**src/rtl/remote_comm.sv**
```systemverilog
// remote_comm: host-side UART command link; 16-bit command sent as two 8N1 frames (high byte first), single response bytes received.
// Latency: TX start bit on the clock after snd_cmd is accepted, cmd_snt after 20*BAUD_DIV clocks; resp_rdy one clock after the stop-bit sample.
// Backpressure: snd_cmd is only accepted while the transmitter is idle and is ignored mid-command; received bytes are overwritten by later good frames.
//
// Ports:
//   clk, rst        - single clock, synchronous active-high reset
//   cmd, snd_cmd    - command word and transmit request (cmd latched on acceptance)
//   cmd_snt         - level, both bytes of the last accepted command have left TX
//   TX              - serial output, idles high
//   RX              - asynchronous serial input
//   resp, resp_rdy  - last good received byte and its fresh-data flag
module remote_comm #(
    parameter int BAUD_DIV = 2604
) (
    input  logic        clk,
    input  logic        rst,
    input  logic [15:0] cmd,
    input  logic        snd_cmd,
    output logic        cmd_snt,
    output logic        TX,
    input  logic        RX,
    output logic [7:0]  resp,
    output logic        resp_rdy
);

    localparam int CW = (BAUD_DIV > 2) ? $clog2(BAUD_DIV) : 1;
    localparam logic [CW-1:0] BAUD_LAST = CW'(BAUD_DIV - 1);
    localparam logic [CW-1:0] HALF_LAST = CW'((BAUD_DIV / 2) - 1);
    localparam logic [3:0]    STOP_IDX  = 4'd9;

    // Frame bit index 0 is the start bit, 1..8 carry data LSB first, 9 is the stop bit.
    function automatic logic frame_bit(input logic [7:0] b, input logic [3:0] idx);
        logic [3:0] di;
        di = idx - 4'd1;
        if (idx == 4'd0)
            return 1'b0;
        else if (idx <= 4'd8)
            return b[di[2:0]];
        else
            return 1'b1;
    endfunction

    // ------------------------------------------------------------------
    // Transmitter. Command completion is folded into the LOW -> IDLE
    // transition, so no separate DONE state is needed.
    // ------------------------------------------------------------------
    typedef enum logic [1:0] {
        TX_IDLE = 2'd0,
        TX_HIGH = 2'd1,
        TX_LOW  = 2'd2
    } tx_state_t;

    tx_state_t      tx_state_q, tx_state_d;
    logic [15:0]    tx_hold_q, tx_hold_d;
    logic [CW-1:0]  tx_baud_q, tx_baud_d;
    logic [3:0]     tx_bit_q, tx_bit_d;
    logic           tx_q, tx_d;
    logic           cmd_snt_q, cmd_snt_d;
    logic [7:0]     tx_byte;

    assign tx_byte = (tx_state_q == TX_HIGH) ? tx_hold_q[15:8] : tx_hold_q[7:0];

    always_comb begin
        tx_state_d = tx_state_q;
        tx_hold_d  = tx_hold_q;
        tx_baud_d  = tx_baud_q;
        tx_bit_d   = tx_bit_q;
        tx_d       = tx_q;
        cmd_snt_d  = cmd_snt_q;
        case (tx_state_q)
            TX_IDLE: begin
                tx_d = 1'b1;
                if (snd_cmd) begin
                    tx_hold_d  = cmd;
                    cmd_snt_d  = 1'b0;
                    tx_state_d = TX_HIGH;
                    tx_baud_d  = '0;
                    tx_bit_d   = 4'd0;
                    tx_d       = 1'b0;      // start bit of the high byte
                end
            end
            TX_HIGH, TX_LOW: begin
                if (tx_baud_q == BAUD_LAST) begin
                    tx_baud_d = '0;
                    if (tx_bit_q == STOP_IDX) begin
                        tx_bit_d = 4'd0;
                        if (tx_state_q == TX_HIGH) begin
                            // Low byte's start bit follows the stop bit with no idle gap.
                            tx_state_d = TX_LOW;
                            tx_d       = 1'b0;
                        end else begin
                            tx_state_d = TX_IDLE;
                            tx_d       = 1'b1;
                            cmd_snt_d  = 1'b1;
                        end
                    end else begin
                        tx_bit_d = tx_bit_q + 4'd1;
                        tx_d     = frame_bit(tx_byte, tx_bit_q + 4'd1);
                    end
                end else begin
                    tx_baud_d = tx_baud_q + 1'b1;
                end
            end
            default: begin
                tx_state_d = TX_IDLE;
                tx_d       = 1'b1;
            end
        endcase
    end

    // ------------------------------------------------------------------
    // Receiver
    // ------------------------------------------------------------------
    typedef enum logic {
        RX_IDLE = 1'b0,
        RX_BUSY = 1'b1
    } rx_state_t;

    logic           rx_s1_q, rx_s1_d;
    logic           rx_s2_q, rx_s2_d;
    logic           rx_s3_q, rx_s3_d;   // previous synchronized value, for edge detect
    rx_state_t      rx_state_q, rx_state_d;
    logic [CW-1:0]  rx_baud_q, rx_baud_d;
    logic [3:0]     rx_bit_q, rx_bit_d;
    logic [7:0]     rx_shift_q, rx_shift_d;
    logic [7:0]     resp_q, resp_d;
    logic           resp_rdy_q, resp_rdy_d;

    always_comb begin
        rx_s1_d    = RX;
        rx_s2_d    = rx_s1_q;
        rx_s3_d    = rx_s2_q;
        rx_state_d = rx_state_q;
        rx_baud_d  = rx_baud_q;
        rx_bit_d   = rx_bit_q;
        rx_shift_d = rx_shift_q;
        resp_d     = resp_q;
        resp_rdy_d = resp_rdy_q;
        case (rx_state_q)
            RX_IDLE: begin
                if (rx_s3_q && !rx_s2_q) begin
                    rx_state_d = RX_BUSY;
                    rx_baud_d  = '0;
                    rx_bit_d   = 4'd0;
                end
            end
            RX_BUSY: begin
                if (rx_bit_q == 4'd0) begin
                    // Mid-start-bit check filters glitches; resp_rdy only drops once
                    // the start bit is confirmed, so a glitch leaves the outputs alone.
                    if (rx_baud_q == HALF_LAST) begin
                        rx_baud_d = '0;
                        if (rx_s2_q) begin
                            rx_state_d = RX_IDLE;
                        end else begin
                            rx_bit_d   = 4'd1;
                            resp_rdy_d = 1'b0;
                        end
                    end else begin
                        rx_baud_d = rx_baud_q + 1'b1;
                    end
                end else if (rx_baud_q == BAUD_LAST) begin
                    rx_baud_d = '0;
                    if (rx_bit_q == STOP_IDX) begin
                        // Return to idle right at the stop sample so back-to-back frames are caught.
                        rx_state_d = RX_IDLE;
                        rx_bit_d   = 4'd0;
                        if (rx_s2_q) begin
                            resp_d     = rx_shift_q;
                            resp_rdy_d = 1'b1;
                        end
                    end else begin
                        rx_shift_d = {rx_s2_q, rx_shift_q[7:1]};
                        rx_bit_d   = rx_bit_q + 4'd1;
                    end
                end else begin
                    rx_baud_d = rx_baud_q + 1'b1;
                end
            end
            default: rx_state_d = RX_IDLE;
        endcase
    end

    // ------------------------------------------------------------------
    // State registers
    // ------------------------------------------------------------------
    always_ff @(posedge clk) begin
        if (rst) begin
            tx_state_q <= TX_IDLE;
            tx_hold_q  <= '0;
            tx_baud_q  <= '0;
            tx_bit_q   <= '0;
            tx_q       <= 1'b1;
            cmd_snt_q  <= 1'b0;
            rx_s1_q    <= 1'b1;
            rx_s2_q    <= 1'b1;
            rx_s3_q    <= 1'b1;
            rx_state_q <= RX_IDLE;
            rx_baud_q  <= '0;
            rx_bit_q   <= '0;
            rx_shift_q <= '0;
            resp_q     <= '0;
            resp_rdy_q <= 1'b0;
        end else begin
            tx_state_q <= tx_state_d;
            tx_hold_q  <= tx_hold_d;
            tx_baud_q  <= tx_baud_d;
            tx_bit_q   <= tx_bit_d;
            tx_q       <= tx_d;
            cmd_snt_q  <= cmd_snt_d;
            rx_s1_q    <= rx_s1_d;
            rx_s2_q    <= rx_s2_d;
            rx_s3_q    <= rx_s3_d;
            rx_state_q <= rx_state_d;
            rx_baud_q  <= rx_baud_d;
            rx_bit_q   <= rx_bit_d;
            rx_shift_q <= rx_shift_d;
            resp_q     <= resp_d;
            resp_rdy_q <= resp_rdy_d;
        end
    end

    assign TX       = tx_q;
    assign cmd_snt  = cmd_snt_q;
    assign resp     = resp_q;
    assign resp_rdy = resp_rdy_q;

endmodule

```
**config.mk**
```make
export PLATFORM = sky130hd
export DESIGN_NAME = remote_comm
export DESIGN_NICKNAME = d
export VERILOG_FILES = /design/src/rtl/remote_comm.sv
export SDC_FILE = /design/constraint.sdc
export NUM_CORES = 1
export LEC_CHECK = 0
export BUFFER_PORTS_ARGS = -buffer_cell sky130_fd_sc_hd__buf_4
export CELL_PAD_IN_SITES_DETAIL_PLACEMENT = 0
export CELL_PAD_IN_SITES_GLOBAL_PLACEMENT = 1
export CORE_MARGIN = 8
export CORE_UTILIZATION = 40
export DETAILED_ROUTE_END_ITERATION = 10
export PLACE_DENSITY_LB_ADDON = 0.12
export SETUP_SLACK_MARGIN = 0.5
export SYNTH_ARGS = -nofsm -noshare
export SYNTH_HDL_FRONTEND = slang
export SYNTH_SLANG_ARGS = --single-unit
```
**constraint.sdc**
```tcl
create_clock -name clk -period 2.75 [get_ports clk]
set_clock_uncertainty 0.2 [all_clocks]
set_input_delay 0.275 -clock clk [delete_from_list [all_inputs] [get_ports clk]]
set_output_delay 0.275 -clock clk [all_outputs]
set_load 0.05 [all_outputs]
```
* Word-level counts from Yosys, hierarchy flattened
Index checks and enable logic that the tools add are counted.
** Word-level totals
- Register bits after elaboration :: 73
- Input port bits :: 20
- Output and inout port bits :: 11
- Logic and storage cells :: 113
** Cells by class
- Add/subtract/negate cells :: 5
- $lt $le $gt $ge :: 2
- Eq/ne operators :: 17
- Multiplexer cells :: 52
- Bitwise operators :: 3
- Reductions and logical operators :: 19
** Operators with widths (count)
- 12-bit two-way mux :: 6
- 12-bit case mux with 2 select lines :: 2
- 4-bit two-way mux :: 9
- 12-bit by 1-bit adder with 12-bit output (second input constant) :: 2
- 12-bit == test (second input constant) :: 2
- 1-bit two-way mux :: 23
- 4-bit case mux with 2 select lines :: 2
- 12-bit by 11-bit == test with 1-bit output (second input constant) :: 1
- 2-bit != test (second input constant) :: 6
- 5-bit AND reduction :: 2
- 4-bit by 1-bit adder with 4-bit output (second input constant) :: 2
- 4-bit == test (second input constant) :: 2
- 4-bit logical NOT :: 2
- 2-bit two-way mux :: 4
- 8-bit two-way mux :: 1
- 4-bit AND reduction :: 2
- 2-bit nonzero test :: 4
- 1-bit case mux with 2 select lines :: 3
- 3-bit AND reduction :: 2
- 6-bit AND reduction :: 1
- 4-bit <= comparator (second input constant) :: 1
- 3-bit by 4-bit less-than comparator with 1-bit output (second input constant) :: 1
- 2-bit case mux with 2 select lines :: 1
- 2-bit AND reduction :: 2
- 13 further kinds :: 15

* Logic depth before layout (Yosys ltp)
- Depth after elaboration :: 9
- Mapped depth :: 8
- Mapped depth without buffers :: 7

* Least setup slack after synthesis
No wires, ideal clock.
- Path type :: register -> register
- Start point :: register tx_baud_q[6]
- End point :: register tx_bit_q[3]
- Setup time :: 0.070 ns
- Data arrival time :: 2.091 ns
- Data required time :: 2.480 ns
- Setup slack :: 0.388 ns
- Cell stages (with the launch flop) :: 6
- Path buffers :: 0
- Clock period less this slack :: 2.362 ns
- Path through :: dfxtp_1 -> or4b_4 -> o41ai_4 -> nand2_4 -> or4_1 -> a21oi_1
** Between the ends
- Longest elaborated chain between the ends :: 3
** RTL lines
- from (decl) :: line 55 : logic [CW-1:0] tx_baud_q, tx_baud_d;
- from (signal assigned) :: line 207 : tx_baud_q <= tx_baud_d;
- 12-bit == test :: line 83 : if (tx_baud_q == BAUD_LAST) begin
- 2-bit != test (no source line)
- 3-bit AND reduction (no source line)
- to (signal assigned) :: line 208 : tx_bit_q <= tx_bit_d;
- to (decl) :: line 56 : logic [3:0] tx_bit_q, tx_bit_d;
No other way between the ends.
A chain may end at the register's enable or synchronous reset.

* Worst setup path after layout
- Start point :: register tx_baud_q[7]
- End point :: register tx_bit_q[3]
Same word-level chain as after synthesis.

==> metrics <==
area of the core 8640 um^2; Std-Cell Rows 34; WHS 0.128 ns; Mean Syn Cell Area 8.73 um^2; remaining global-route overflow 0; Post-DP HPWL 5040 um; CTS root buffer clkbuf_8; Final Core Density 52.8%; register area 1500 um^2; global-route wire length before repair 12700 um; Critical Path AT 2.32 ns; share of flip-flops with an asynchronous set or reset 0%; Ant. Diodes 0; input/output buffers 30; Num CTS Buffers 9; Rel. slew slack 64.1%; maximum vdd drop 0.000260 V; Max Cap Viol 0; vias per inst 5.08; Yosys reg bits 73; DRT iter0 DRCs 134; initial antenna violation count 0; Worst-Margin Slew 0.538 ns; RSZ-0062 raised after global routing true; area of the multi-input gates 2060 um^2; Max Freq 0.445 GHz; Die Y 110 um; vias in the first global route 2801; final period utilization 81.7%; CP Launch Type flop; Leak 1.82 nW; Nets 499; post-synthesis mux area share 8.27%; status finished, final reports clean; Yosys warnings 0; CP Capture Type flop; register area share after synthesis 41.6%; Final Hold Viols 0; post-layout min period 2.25 ns; DR WL/cell 13.0 um; largest net degree at the start of global routing 50; clock sink count 73; Reg clk slew, reported paths 0.08 ns; setup TNS 0 ns; number of distinct library cells after synthesis 53; Placed Cells 529; simple-gate share of the synthesized area 25.6%; wirelength, routed 7540 um; PD cells 627 nW/um^2; placement-stage cell area 3880 um^2; via count 2944; Compound-Gate Fraction of Synth Area 12.5%; gp weighted congestion 0.765; Initial Utilization 40.6%; max-slew violation count 0; number of fill cells 823; Finished Cell Area 4560 um^2; CP required 2.83 ns; final critical-path setup slack 0.504 ns; post-route insts no fill 579; worst skew pair latency 0.34 ns; I/O pins 31; die footprint 12000 um^2; Cells after Synth 402; H-tree lvl count 3; DRT antenna net count 0; DRC 0; dpl ws 0.136 ns; Post-Syn Area 3510 um^2; Die Wd 110 um; GRT Overall Usage 12.9%; Area Overhead vs Synth 29.9%; Pre-Repair DR Iteration Count 4; CTS tree yes; final setup violation count 0; final total power 2.86 mW; net count after synthesis 435; adder-cell share of the synthesized area 4.63%; Post-Synth XOR/XNOR Area 3.92%; proportion of layout cells with a drive suffix above 1 25.3%; CP max FO 9; Crit Path Class reg -> reg; Synth Flop Type dfxtp_1; clock buffer depth 2; Worst Hold Class in -> reg; number of synthesized flops with an enable pin 0; largest family of logic cells by synthesized area simple AND/OR/NAND/NOR gates
## synth_stat cells (7+ instances only)
cell type  count  area share, %
ha_1          13            4.6
o21ai_0       15            2.1
xor2_1         8            2.0
mux2i_1       20            5.7
and3_1         7            1.2
nand4_1        7            1.2
nor3_1        11            1.6
a21oi_1       26            3.7
inv_1         13            1.4
nand3_1        7            1.0
dfxtp_1       73             42
nand2_1       63            6.7
nor2_1        42            4.5
clkbuf_1      16            1.7
## layer usage
metal / track usage, % / vias up / share of wire (%)
met5: 0 / - / 0
met4: 4.15 / 0 / 1.3
met3: 3.93 / 11 / 3.6
met2: 20.8 / 47 / 45
met1: 16.1 / 1352 / 50
li1: - / 1534 / -
## timing repair
action,4_1_cts,5_1_grt
buffers inserted,3,11
resized for setup,16,36
gates cloned,0,3
endpoints found under the hold margin,17,0
setup endpoints to repair,34,25
pin swaps,4,7
hold buffers,17,0
## logic make-up after synthesis
group	count (synthesis)
AO/OA/AOI/OAI	67
XOR/XNOR	14
adder cells (fa/ha/maj)	13
buffers and inverters	31
flip-flops	73
multiplexers	25
AND/OR/NAND/NOR	179
## worst max-delay path, cell delays in order, from the launching register on
cell     delay (ns)
dfxtp_2        0.34
or4b_4         0.54
o41ai_4        0.22
buf_6          0.17
nand2_8        0.07
or4_4          0.52
a21oi_2        0.12
## path summary, 6_finish.rpt
path	start	to	slack [ns]	depth (start not counted)
max	tx_baud_q[7]$_SDFFE_PP0P_	tx_bit_q[3]$_SDFFE_PP0P_	0.50	6
min	rst	rx_s3_q$_SDFF_PP1_	0.13	4
max reg2reg	tx_baud_q[7]$_SDFFE_PP0P_	tx_bit_q[3]$_SDFFE_PP0P_	0.50	6
min reg2reg	rx_s1_q$_SDFF_PP1_	rx_s2_q$_SDFF_PP1_	0.22	1
## cells in the final DEF, fill, tap and decap left out, types with 3 or more instances in the layout
cell           instances
ha_1                   9
dfxtp_1               57
a21o_1                 3
or2_2                  4
buf_4                 49
clkbuf_8               9
inv_1                 13
xor2_1                 8
nand2_1               63
and3_1                 7
xnor2_1                5
o21a_1                 4
nor4b_1                4
nor3_1                 8
nand4_1                7
nor3_2                 3
buf_6                  3
mux2i_1               20
dlygate4sd3_1         17
mux4_2                 3
a211o_1                5
nand3_1                7
nor2b_1                4
dfxtp_2                8
nor2_1                41
a21oi_1               25
o21ai_0               12
dfxtp_4                8
clkinvlp_4             4
and2_1                 5
## flip-flops by register name, indices dropped and copies added, names as in the netlist
| signal | cells |
|---|---|
| tx_hold_q | 16 |
| rx_shift_q | 8 |
| TX | 1 |
| rx_baud_q | 12 |
| rx_state_q | 1 |
| resp | 8 |
| resp_rdy | 1 |
| cmd_snt | 1 |
| tx_bit_q | 4 |
| rx_bit_q | 4 |
| rx_s1_q | 1 |
| rx_s3_q | 1 |
| tx_state_q | 2 |
| tx_baud_q | 12 |
| rx_s2_q | 1 |
## power breakdown
group / internal [mW] / switching (mW) / leakage, nW
clock: 0.425 / 0.433 / 0.0885
sequential: 1.14 / 0.0642 / 0.602
combinational: 0.360 / 0.443 / 1.13
## final cells by class
cell class	count	area share, %
clock inverters	7	1.70
flip-flops and latches	73	32.9
clock buffers	9	2.72
repair buffers	71	13.5
well taps	108	2.96
inverters	13	1.07
multi-input cells	298	45.1
(Power assumes the default switching activity.)
